--- config.mk ---
export PLATFORM = sky130hd
export DESIGN_NAME = calc_core_gen_flat
export DESIGN_NICKNAME = d
export VERILOG_FILES = /design/src/rtl/calc_core_gen_if.sv /design/src/rtl/calc_core_gen.sv /design/src/flat_wrapper.sv
export SDC_FILE = /design/constraint.sdc
export NUM_CORES = 1
export LEC_CHECK = 0
export BUFFER_PORTS_ARGS = -buffer_cell sky130_fd_sc_hd__buf_4
export CAP_MARGIN = 5
export CORE_ASPECT_RATIO = 1.5
export CORE_MARGIN = 10
export CORE_UTILIZATION = 55
export CTS_BUF_LIST = sky130_fd_sc_hd__clkbuf_16
export DETAILED_ROUTE_END_ITERATION = 8
export PLACE_DENSITY = 0.78
export SLEW_MARGIN = 20
export SYNTH_ARGS = -nofsm -noshare
export SYNTH_HDL_FRONTEND = slang
export SYNTH_SLANG_ARGS = --single-unit
--- constraint.sdc ---
create_clock -name clk -period 6.5 [get_ports clk]
set_clock_uncertainty 0.2 [all_clocks]
set_input_delay 1.3 -clock clk [delete_from_list [all_inputs] [get_ports clk]]
set_output_delay 1.3 -clock clk [all_outputs]
set_load 0.005 [all_outputs]
--- src/rtl/calc_core_gen_if.sv ---
// Handshake and result bundle between a client and the calc_core_gen arithmetic core.
`timescale 1ns/1ps
interface calc_core_gen_if #(
    parameter int WIDTH = 8
);
    logic             clear;
    logic             in_valid;
    logic [WIDTH-1:0] in_data;
    logic             in_ready;
    logic             op_valid;
    logic [2:0]       op_code;
    logic             op_ready;
    logic [WIDTH-1:0] result;
    logic             result_valid;
    logic             overflow;
    logic             div_zero;
    logic [4:0]       state_o;

    modport master (
        output clear, in_valid, in_data, op_valid, op_code,
        input  in_ready, op_ready, result, result_valid, overflow, div_zero, state_o
    );

    modport slave (
        input  clear, in_valid, in_data, op_valid, op_code,
        output in_ready, op_ready, result, result_valid, overflow, div_zero, state_o
    );
endinterface

--- src/rtl/calc_core_gen.sv ---
// Chaining accumulator ALU: operand A, opcode, operand B, then a registered result that
// becomes the next A. Division uses a restoring divider, one quotient bit per cycle.
`timescale 1ns/1ps
module calc_core_gen #(
    parameter int WIDTH = 8
) (
    input logic            clk,
    input logic            reset,
    calc_core_gen_if.slave bus
);
    localparam int CW = $clog2(WIDTH);
    localparam logic [CW-1:0] LAST_STEP = CW'(WIDTH - 1);

    localparam logic [2:0] OP_ADD  = 3'b000;
    localparam logic [2:0] OP_SUB  = 3'b001;
    localparam logic [2:0] OP_AND  = 3'b010;
    localparam logic [2:0] OP_OR   = 3'b011;
    localparam logic [2:0] OP_XOR  = 3'b100;
    localparam logic [2:0] OP_MUL  = 3'b101;
    localparam logic [2:0] OP_DIV  = 3'b110;

    typedef enum logic [4:0] {
        IDLE   = 5'b00001,
        OPWAIT = 5'b00010,
        BWAIT  = 5'b00100,
        EXEC   = 5'b01000,
        DONE   = 5'b10000
    } state_t;

    state_t           state, state_next;
    logic [WIDTH-1:0] a_reg, b_reg, result_reg, quo_reg, rem_reg;
    logic [2:0]       op_reg;
    logic             overflow_reg, div_zero_reg;
    logic [CW-1:0]    step_cnt;

    logic             in_fire, op_fire, div_iter, exec_last;
    logic [WIDTH:0]   rem_shift, sum;
    logic [WIDTH-1:0] rem_next, quo_next, alu_result;
    logic [2*WIDTH-1:0] product;
    logic             alu_overflow, alu_div_zero;

    assign bus.in_ready     = (state == IDLE) || (state == OPWAIT) || (state == BWAIT);
    assign bus.op_ready     = (state == OPWAIT);
    assign bus.result       = result_reg;
    assign bus.result_valid = (state == DONE);
    assign bus.overflow     = overflow_reg;
    assign bus.div_zero     = div_zero_reg;
    assign bus.state_o      = state;

    assign in_fire   = bus.in_valid && bus.in_ready;
    assign op_fire   = bus.op_valid && bus.op_ready;
    assign div_iter  = (op_reg == OP_DIV) && (b_reg != '0);
    assign exec_last = !div_iter || (step_cnt == LAST_STEP);

    assign rem_shift = {rem_reg, quo_reg[WIDTH-1]};
    assign sum       = {1'b0, a_reg} + {1'b0, b_reg};
    assign product   = {{WIDTH{1'b0}}, a_reg} * {{WIDTH{1'b0}}, b_reg};

    // One restoring-division step: the partial remainder is always below B, so WIDTH bits hold it.
    always_comb begin
        rem_next = rem_shift[WIDTH-1:0];
        quo_next = {quo_reg[WIDTH-2:0], 1'b0};
        if (rem_shift >= {1'b0, b_reg}) begin
            rem_next = rem_shift[WIDTH-1:0] - b_reg;
            quo_next = {quo_reg[WIDTH-2:0], 1'b1};
        end
    end

    always_comb begin
        alu_result   = b_reg;
        alu_overflow = 1'b0;
        alu_div_zero = 1'b0;
        case (op_reg)
            OP_ADD: begin
                alu_result   = sum[WIDTH-1:0];
                alu_overflow = sum[WIDTH];
            end
            OP_SUB: begin
                alu_result   = a_reg - b_reg;
                alu_overflow = (a_reg < b_reg);
            end
            OP_AND: alu_result = a_reg & b_reg;
            OP_OR:  alu_result = a_reg | b_reg;
            OP_XOR: alu_result = a_reg ^ b_reg;
            OP_MUL: begin
                alu_result   = product[WIDTH-1:0];
                alu_overflow = |product[2*WIDTH-1:WIDTH];
            end
            OP_DIV: begin
                if (b_reg == '0) begin
                    alu_result   = '1;
                    alu_div_zero = 1'b1;
                end else begin
                    alu_result = quo_next;
                end
            end
            default: alu_result = b_reg;
        endcase
    end

    always_comb begin
        state_next = state;
        case (state)
            IDLE:   if (in_fire) state_next = OPWAIT;
            OPWAIT: begin
                if (op_fire && in_fire) state_next = EXEC;
                else if (op_fire)       state_next = BWAIT;
            end
            BWAIT:  if (in_fire) state_next = EXEC;
            EXEC:   if (exec_last) state_next = DONE;
            DONE:   state_next = OPWAIT;
            default: state_next = IDLE;
        endcase
        if (bus.clear) state_next = IDLE;
    end

    always_ff @(posedge clk or posedge reset) begin
        if (reset) begin
            state <= IDLE;
        end else begin
            state <= state_next;
        end
    end

    // Operand capture, divider iteration and result commit; clear wipes everything like reset.
    always_ff @(posedge clk or posedge reset) begin
        if (reset) begin
            a_reg        <= '0;
            b_reg        <= '0;
            op_reg       <= '0;
            result_reg   <= '0;
            overflow_reg <= 1'b0;
            div_zero_reg <= 1'b0;
            quo_reg      <= '0;
            rem_reg      <= '0;
            step_cnt     <= '0;
        end else if (bus.clear) begin
            a_reg        <= '0;
            b_reg        <= '0;
            op_reg       <= '0;
            result_reg   <= '0;
            overflow_reg <= 1'b0;
            div_zero_reg <= 1'b0;
            quo_reg      <= '0;
            rem_reg      <= '0;
            step_cnt     <= '0;
        end else begin
            case (state)
                IDLE: if (in_fire) a_reg <= bus.in_data;
                OPWAIT: begin
                    if (op_fire) op_reg <= bus.op_code;
                    if (in_fire && op_fire) begin
                        b_reg    <= bus.in_data;
                        quo_reg  <= a_reg;
                        rem_reg  <= '0;
                        step_cnt <= '0;
                    end else if (in_fire) begin
                        a_reg <= bus.in_data;
                    end
                end
                BWAIT: begin
                    if (in_fire) begin
                        b_reg    <= bus.in_data;
                        quo_reg  <= a_reg;
                        rem_reg  <= '0;
                        step_cnt <= '0;
                    end
                end
                EXEC: begin
                    if (div_iter) begin
                        quo_reg  <= quo_next;
                        rem_reg  <= rem_next;
                        step_cnt <= step_cnt + 1'b1;
                    end
                    if (exec_last) begin
                        result_reg   <= alu_result;
                        overflow_reg <= alu_overflow;
                        div_zero_reg <= alu_div_zero;
                    end
                end
                DONE: a_reg <= result_reg;
                default: ;
            endcase
        end
    end
endmodule

--- src/flat_wrapper.sv ---
// flat-port wrapper written by rule: the top's interface ports become plain ports
module calc_core_gen_flat 
#(
    parameter int WIDTH = 8
)
  (clk, reset, bus_clear, bus_in_valid, bus_in_data, bus_op_valid, bus_op_code, bus_in_ready, bus_op_ready, bus_result, bus_result_valid, bus_overflow, bus_div_zero, bus_state_o);
  calc_core_gen_if #(.WIDTH(WIDTH)) bus_i ();
  input logic clk;
  input logic reset;
  input wire logic [$bits(bus_i.clear)-1:0] bus_clear;
  input wire logic [$bits(bus_i.in_valid)-1:0] bus_in_valid;
  input wire logic [$bits(bus_i.in_data)-1:0] bus_in_data;
  input wire logic [$bits(bus_i.op_valid)-1:0] bus_op_valid;
  input wire logic [$bits(bus_i.op_code)-1:0] bus_op_code;
  output wire logic [$bits(bus_i.in_ready)-1:0] bus_in_ready;
  output wire logic [$bits(bus_i.op_ready)-1:0] bus_op_ready;
  output wire logic [$bits(bus_i.result)-1:0] bus_result;
  output wire logic [$bits(bus_i.result_valid)-1:0] bus_result_valid;
  output wire logic [$bits(bus_i.overflow)-1:0] bus_overflow;
  output wire logic [$bits(bus_i.div_zero)-1:0] bus_div_zero;
  output wire logic [$bits(bus_i.state_o)-1:0] bus_state_o;
  assign bus_i.clear = bus_clear;
  assign bus_i.in_valid = bus_in_valid;
  assign bus_i.in_data = bus_in_data;
  assign bus_i.op_valid = bus_op_valid;
  assign bus_i.op_code = bus_op_code;
  assign bus_in_ready = bus_i.in_ready;
  assign bus_op_ready = bus_i.op_ready;
  assign bus_result = bus_i.result;
  assign bus_result_valid = bus_i.result_valid;
  assign bus_overflow = bus_i.overflow;
  assign bus_div_zero = bus_i.div_zero;
  assign bus_state_o = bus_i.state_o;
  calc_core_gen #(.WIDTH(WIDTH)) u_core (.clk(clk), .reset(reset), .bus(bus_i));
endmodule
# Word level (Yosys, flattened, before mapping)
# Cells that the tools add are included.
dict set report classes {
  n_addsub 4
  mul 1
  magnitude_cmp 2
  eq_ne 19
  muxes 49
  bitwise 3
  n_reduce_logical 25
}
# operator n
set ops {}
lappend ops {{$mux W8} 19}
lappend ops {{$pmux W8 S3} 3}
lappend ops {{$pmux W8 S7} 1}
lappend ops {{$mux W5} 6}
lappend ops {{$pmux W5 S5} 1}
lappend ops {{$mux W3} 7}
lappend ops {{$mul A8 B8 Y16} 1}
lappend ops {{$pmux W8 S2} 1}
lappend ops {{$sub A8 B8 Y8} 2}
lappend ops {{$eq A3 B3 Y1 const B} 4}
lappend ops {{$ne A3 B2 Y1 const B} 4}
lappend ops {{$add A8 B8 Y9} 1}
lappend ops {{$ge A9 B8 Y1} 1}
lappend ops {{$mux W1} 9}
lappend ops {{$pmux W3 S3} 1}
lappend ops {{$and A8 B8 Y8} 1}
lappend ops {{$logic_not A8 Y1} 1}
lappend ops {{$lt A8 B8 Y1} 1}
lappend ops {{$or A8 B8 Y8} 1}
lappend ops {{$reduce_and A4 Y1} 2}
lappend ops {{$reduce_bool A2 Y1} 4}
lappend ops {{$reduce_bool A4 Y1} 2}
lappend ops {{$reduce_bool A8 Y1} 1}
lappend ops {{$reduce_or A8 Y1} 1}
lappend ops {{19 further kinds} 28}
dict set report totals {
  ff_bits 53
  in_bits 16
  out_inout_bits 18
  wordCells 113
}

# Depth between registers and ports, before layout
# Gate-level depths: netlist of the first run.
dict set report logic_depth {
  depth_word 8
  depth_mapped 19
  depth_no_buf 18
}

# Least setup slack after synthesis of the first run
# Ideal clock, no wire load.
dict set report synth_timing {
  path_kind {register to register}
  start {reg u_core.b_reg[4]}
  end {reg u_core.overflow_reg, in the netlist u_core.bus.overflow}
  setup_ps 87
  t_arrival_ps 4466
  required_time_ps 6213
  path_slack_ps 1748
  path_stages_with_launch 16
  n_path_buf 0
  synth_period_minus_slack_ps 4752
  cell_sequence {dfrtp_1 > ha_1 > fa_1 > inv_1 > fa_1 > fa_1 > fa_1 > inv_1 > ha_1 > a211oi_2 > o21bai_2 > a211o_1 > a22o_1 > o311a_1 > a2bb2oi_1 > a211oi_2}
}
dict set report synth_via {
  elab_chain_cells 6
  elab_cells_between_ends 14
  classes_between {1 x add/sub; 1 x mul; 1 x order compare; 4 x mux; 7 x reduce/logical}
}
# item line_no
set synth_rtl {}
lappend synth_rtl {{start: declaration} calc_core_gen.sv:31} ;# logic [WIDTH-1:0] a_reg, b_reg, result_reg, quo_reg, rem_reg;
lappend synth_rtl {{start signal: assignment} calc_core_gen.sv:153} ;# b_reg <= bus.in_data;
lappend synth_rtl {{start signal: assignment} calc_core_gen.sv:163} ;# b_reg <= bus.in_data;
lappend synth_rtl {{$mul A8 B8 Y16 / $reduce_bool A8 Y1 (equally long branches)} {calc_core_gen.sv:57, calc_core_gen.sv:52}}
lappend synth_rtl {{$reduce_or A8 Y1 / $logic_and A1 B1 Y1 (equally long branches)} {calc_core_gen.sv:87, calc_core_gen.sv:52}}
lappend synth_rtl {{$pmux W1 S3 / $logic_not A1 Y1 (equally long branches)} {calc_core_gen.sv:73, calc_core_gen.sv:53}}
lappend synth_rtl {{$mux W1 / $logic_or A1 B1 Y1 (equally long branches)} {calc_core_gen.sv:175, calc_core_gen.sv:53}}
lappend synth_rtl {{$mux W1 / $reduce_bool A2 Y1 (equally long branches)} -}
lappend synth_rtl {{$mux W1 / $reduce_and A2 Y1 (equally long branches)} -}
lappend synth_rtl {{end signal: assignment} calc_core_gen.sv:177} ;# overflow_reg <= alu_overflow;
lappend synth_rtl {{end: declaration} calc_core_gen.sv:33} ;# logic overflow_reg, div_zero_reg;
# Parallel ways exist; a longest one is shown, timed or not. The select of a mux whose other input is x is not followed.
# A chain may end at the register's enable or synchronous reset.

# Worst setup path in the final report of the first run
dict set report layout_timing {
  start {reg u_core.b_reg[3]}
  end {reg u_core.overflow_reg, in the netlist u_core.bus.overflow}
}
# The elaborated chain is that of the path after synthesis.

==> flow_summary.yaml, run 1 <==
global_routing:
  overflow: 0
  antenna_found_initial: 0
  grt_pass1_wl_um: 31100
  grt_pass1_vias: 5971
  grt_start_max_net_pins: 47
  track_usage_pct: 23.5
final_layout:
  ff_latch_area_um2: 1330
  drive_above_1_share_pct: 10.0
  syn_to_final_growth_pct: 6.85
  final_nets: 921
  antenna-diode-count: 0
  fill_cells: 1018
  multiInputGateArea_um2: 4540
cts:
  cts_root_buf: "clkbuf_16"
  cts_tree: "built"
  cts_hold_buf: 0
  cts_setup_buffers: 0
  cts_resized: 0
  worstSkewPairLatency_ps: 300
  cts.sinks: 53
  cts_buffers: 5
  htreeDepth: 2
  clkTransAtPathRegs_ps: 80
  cts_max_path_buffers: 2
sta:
  fmax_mhz: 186
  min_period_over_period_pct: 82.8
  fin_crit_ps: 5380
  hold_viol: 0
  rsz0062_at_grt: "no"
  setup_tns_ps: 0
  maxSlewViolCount: 0
  setup-violations-final: 0
  worstMarginPinSlew_ps: 826
  maxSlewHeadroom_pct: 44.9
hold_path:
  worstHoldPathType: "flop to flop"
critical_path:
  worstPathMaxFanout: 8
  critPathArrivalTime_ps: 5360
  crit_path_end_kind: "flop"
  required_ps: 6480
  cp-start-kind: "flop"
  crit_type: "flop to flop"
yosys:
  synth_area_leaders: "dfrtp_1 20%, ha_1 14%, fa_1 12%"
  synth_edf_count: 0
  yosysSeqAreaShare_pct: 20.8
  syn_avg_cell_area_um2: 8.15
  yosys.area.top_type: "dfrtp_1"
  synth_top_area_share_pct: 20.3
  ys_seq_elements: 53
  ys_types: 74
  synth-main-ff-cell: "dfrtp_1"
  syn_inst: 785
  synth_most_common_cell: "nand2_1"
  synthArstFlopShare_pct: 100
  syn_nets: 910
  yosysWarnings: 0
  yosys-top-cells-count: "99 x nand2_1, 88 x inv_1, 79 x nor2_1, 70 x ha_1, 59 x o21ai_0"
  syn_area_um2: 6390
drt:
  totalWireLength_um: 19200
  drt_pass1_iterations: 6
  num_vias: 5922
  final_antenna_net_count: 0
  wire_per_inst_um: 20.3
  viasPerCell: 6.25
  dr.first_iter.drc_count: 513
  drc: 0
power:
  powerDensity_nw_per_um2: 212
  finalPower_mw: 1.45
  irDropWorstVdd_uv: 120
  power.leakage_nw: 3.23
floorplanning:
  fp.dieH_um: 152
  num_rows: 48
  ios: 34
  core-area_um2: 11500
  initial_core_util_pct: 55.7
  die_width_um: 108
  dieArea_um2: 16400
place:
  place_congestion: 1.02
  io_buffers: 33
  dp_hpwl_um: 15100
outcome:
  status: "finished clean"
flow_run:
  maxCapViolCount: 0
[final timing paths]
path                                startpoint                   to  slack, ps  cells past startpoint
max in group asynchronous                reset      u_core.a_reg[1]       4580                      3
min reg2reg                u_core.bus.div_zero  u_core.bus.div_zero        300                      1
max reg2reg                    u_core.b_reg[3]  u_core.bus.overflow       1120                     18
min                        u_core.bus.div_zero  u_core.bus.div_zero        300                      1
min in group asynchronous                reset    u_core.rem_reg[2]        690                      2
max                            u_core.b_reg[3]  u_core.bus.overflow       1120                     18
[logic make-up after synthesis]
group	Yosys count	share of synthesized area, %
AOI/OAI and AO/OA	201	20.6
xor gates and xnor gates	18	2.47
adders and majority gates	109	25.9
buffers and inverters	124	8.30
DFF	53	20.8
muxes	14	2.37
and+or+nand+nor	266	19.6
[power breakdown]
part	total, mW	leakage (nW)	switching, mW	internal, mW
combinational	0.736	2.44	0.446	0.290
sequential	0.426	0.718	0.0689	0.357
clock	0.288	0.0763	0.139	0.148
[worst max-delay path, cell delays in order (launching register included)]
cell      delay [ps]
dfrtp_1          540
inv_1            410
nor2_1           120
fa_1             510
inv_1             50
fa_1             480
inv_1             60
fa_1             530
inv_1             60
fa_1             530
inv_1             40
ha_1             220
or3_1            400
a21oi_1          280
o311a_1          230
nor3_1            50
nand4b_1         170
a221oi_1         260
a211oi_2         110
[metrics by stage]
stage          cells  hold WS [ps]  utilization (%)  worst slack (ps)  instance area, µm²
4_1_cts          947           301             59.5              1140                6830
6_report         947           297             59.6              1120                6830
3_3_place_gp     939           267             58.2              1190                6680
5_1_grt          947           316             59.6               909                6830
3_5_place_dp     939           286             58.2              1150                6680
2_1_floorplan    785           254                -              1750                6390
[layout by cell type, fill, tap and decap left out, drive strengths merged, types with 5 or more instances in the layout]
master,synthesis,final
xor2,9,9
o31ai,7,7
a21oi,45,45
inv,89,91
a22oi,5,5
mux2,9,9
buf,20,38
nand3,15,15
fa,39,39
o21ai,66,66
xnor2,9,9
dfrtp,52,52
nor3,16,16
o21a,6,6
a21o,8,8
nor2b,8,8
nand2,99,99
nor2,83,83
a211oi,8,8
a311oi,7,7
and3,5,5
mux2i,5,5
a221oi,6,6
nand2b,16,16
clkbuf,14,5
ha,70,70
[cell type report]
type                    count  area share [%]
clock buffers               5            1.83
inverters                  90            4.94
well taps                 150            2.75
clock inverters             3           0.421
multi-input cells         608            66.5
flip-flops and latches     53            19.4
repair buffers             38            4.18
[routing by layer]
metal	track usage [%]	vias up	wire length (µm)
li1	-	2707	-
met1	25.9	2859	6950
met2	40.8	283	9790
met3	2.71	73	1170
met4	15.3	0	1310
met5	0	-	0
Note: power is estimated with default switching activity, not from simulation.
==> run 2: changes to the inputs <==
--- a/config.mk
+++ b/config.mk
@@ -12,7 +12,7 @@
 export CORE_UTILIZATION = 55
 export CTS_BUF_LIST = sky130_fd_sc_hd__clkbuf_16
 export DETAILED_ROUTE_END_ITERATION = 8
-export PLACE_DENSITY = 0.78
+export PLACE_DENSITY = 0.81
 export SLEW_MARGIN = 20
 export SYNTH_ARGS = -nofsm -noshare
 export SYNTH_HDL_FRONTEND = slang
==> constraint.sdc (replaced) <==
create_clock -name clk -period 4.8 [get_ports clk]
set_clock_uncertainty 0.2 [all_clocks]
set_input_delay 0.96 -clock clk [delete_from_list [all_inputs] [get_ports clk]]
set_output_delay 0.96 -clock clk [all_outputs]
set_load 0.005 [all_outputs]
==> flow_summary.yaml, run 2 (synthesis gave the netlist of run 1 again) <==
critical_path:
  crit_slowest_cell: "fa_1"
  slowest_delay_ps: 540
  crit_chain: "buf_4, inv_4, nor2_1, fa_1, inv_1, fa_1, fa_1, fa_1, inv_1, ha_4, o21ai_1, o21bai_1, a21o_1, a21oi_1, o311a_1, a2bb2oi_2, a211oi_2"
  r2r_end: "u_core.bus.overflow"
  r2r_start: "u_core.a_reg[1]"
  worstPathMaxFanout: 5
  required_ps: 4830
  cp-start-kind: "flop"
  crit_path_end_kind: "flop"
  reg2reg_slack_ps: 110
  critPathArrivalTime_ps: 4720
  crit_type: "flop to flop"
  reg2reg_depth: 17
  crit_top_cell: "fa_1"
sta:
  fin_crit_ps: 4690
  worst_slack_ps: 113
  setup-violations-final: 0
  worstMarginPinSlew_ps: 1080
  min_period_over_period_pct: 97.6
  fmax_mhz: 213
  setup_tns_ps: 0
  maxSlewViolCount: 0
  hold_viol: 0
  maxSlewHeadroom_pct: 28.3
cts:
  cts.sinks: 53
  cts_buffers: 5
  clkTransAtPathRegs_ps: 80
  worstSkewPairLatency_ps: 310
  cts_hold_buf: 0
  cts_max_path_buffers: 2
  cts_root_buf: "clkbuf_16"
  cts_tree: "built"
  htreeDepth: 2
power:
  power.leakage_nw: 3.56
  finalPower_mw: 2.20
  irDropWorstVdd_uv: 172
  powerDensity_nw_per_um2: 291
place:
  postPlaceCellArea_um2: 7110
  io_buffers: 33
  place_congestion: 0.979
  placed_cells: 997
  dp_hpwl_um: 14600
  pre_cts_slack_ps: -86.2
flow_run:
  maxCapViolCount: 0
global_routing:
  track_usage_pct: 22.9
  antenna_found_initial: 0
  grt_start_max_net_pins: 40
  grt_pass1_wl_um: 30700
  grt_pass1_vias: 6032
  overflow: 0
drt:
  num_vias: 6149
  drt_pass1_iterations: 5
  viasPerCell: 6.04
  drc: 0
  final_antenna_net_count: 0
  dr.first_iter.drc_count: 515
  wire_per_inst_um: 18.8
  totalWireLength_um: 19100
floorplanning:
  fp.dieH_um: 152
  initial_core_util_pct: 55.7
  die_width_um: 108
  dieArea_um2: 16400
  ios: 34
  core-area_um2: 11500
  num_rows: 48
final_layout:
  syn_to_final_growth_pct: 18.3
  design_area_um2: 7560
  layoutNonFillerInstCount: 1018
  drive_above_1_share_pct: 23.0
  layout_commonest_cell: "buf_4"
  antenna-diode-count: 0
  mostFrequentLayoutCells: "106 x buf_4, 96 x nand2_1, 78 x nor2_1"
  final_nets: 992
hold_path:
  hold_start: "u_core.step_cnt[2]"
  worstHoldPathType: "flop to flop"
  hold_end: "u_core.step_cnt[2]"
  holdPathStages: 2
outcome:
  status: "finished clean"
## run 2: cell count changes in the layout (fill, tap and decap cells not counted), sizes merged
| cell | previous run | this run |
|---|---|---|
| buf | 38 | 109 |
| inv | 91 | 90 |
| clkinvlp | 0 | 1 |
## run 2: cell type report
| class | instances | area, µm² |
|---|---|---|
| multi-input cells | 608 | 4710 |
| flip-flops and latches | 53 | 1340 |
| inverters | 90 | 344 |
| fillers | 966 | 3910 |
| repair buffers | 109 | 830 |
| clock buffers | 5 | 125 |
| well taps | 150 | 188 |
| clock inverters | 3 | 28.8 |
## run 2: worst max path at each step
stage	startpoint	to	slack, ps	cells past startpoint
floorplan	u_core.b_reg[4]	u_core.bus.overflow	50	15
global placement	u_core.b_reg[4]	u_core.bus.overflow	-10	15
detailed placement	u_core.b_reg[4]	u_core.bus.overflow	-90	15
CTS	u_core.a_reg[4]	u_core.bus.overflow	0.02	15
global route	u_core.b_reg[3]	u_core.bus.overflow	-30	17
finish	u_core.a_reg[1]	u_core.bus.overflow	110	17
## run 2: what timing repair did
action | in CTS | in global routing
pin swaps | 5 | 30
setup buffers | 4 | 9
resized for setup | 7 | 52
endpoints found under the hold margin | 0 | 0
setup endpoints to repair | 1 | 1
## run 2: power by group
group	switching (mW)	leakage (nW)	internal (mW)
sequential	0.0562	0.704	0.487
clock	0.195	0.0763	0.201
combinational	0.708	2.78	0.553
## run 2: routing by layer
metal  track usage (%)  wire length [µm]  part of all wire [%]  vias to the layer above
met4              13.5              1160                   6.1                        0
met1              26.5              6980                    37                     2932
met3              2.33              1200                   6.3                       76
li1                  -                 -                     -                     2855
met2              39.2              9770                    51                      286
met5                 0                 0                     0                        -
## run 2: per-stage QoR
| stage | util [%] | hold slack [ps] |
|---|---|---|
| after CTS | 63.9 | 295 |
| after floorplan | - | 254 |
| after detailed placement | 62.0 | 279 |
| final | 65.9 | 296 |
| after global routing | 65.9 | 339 |
| after global placement | 62.0 | 266 |
## run 2: worst max-delay path, delay by kind of cell (launching register included)
kind	cells	cell delay, ps
buffers and inverters	4	380
AO/OA/AOI/OAI	7	1350
AND/OR/NAND/NOR	1	60
flip-flops	1	450
adder cells (fa/ha/maj)	5	2150
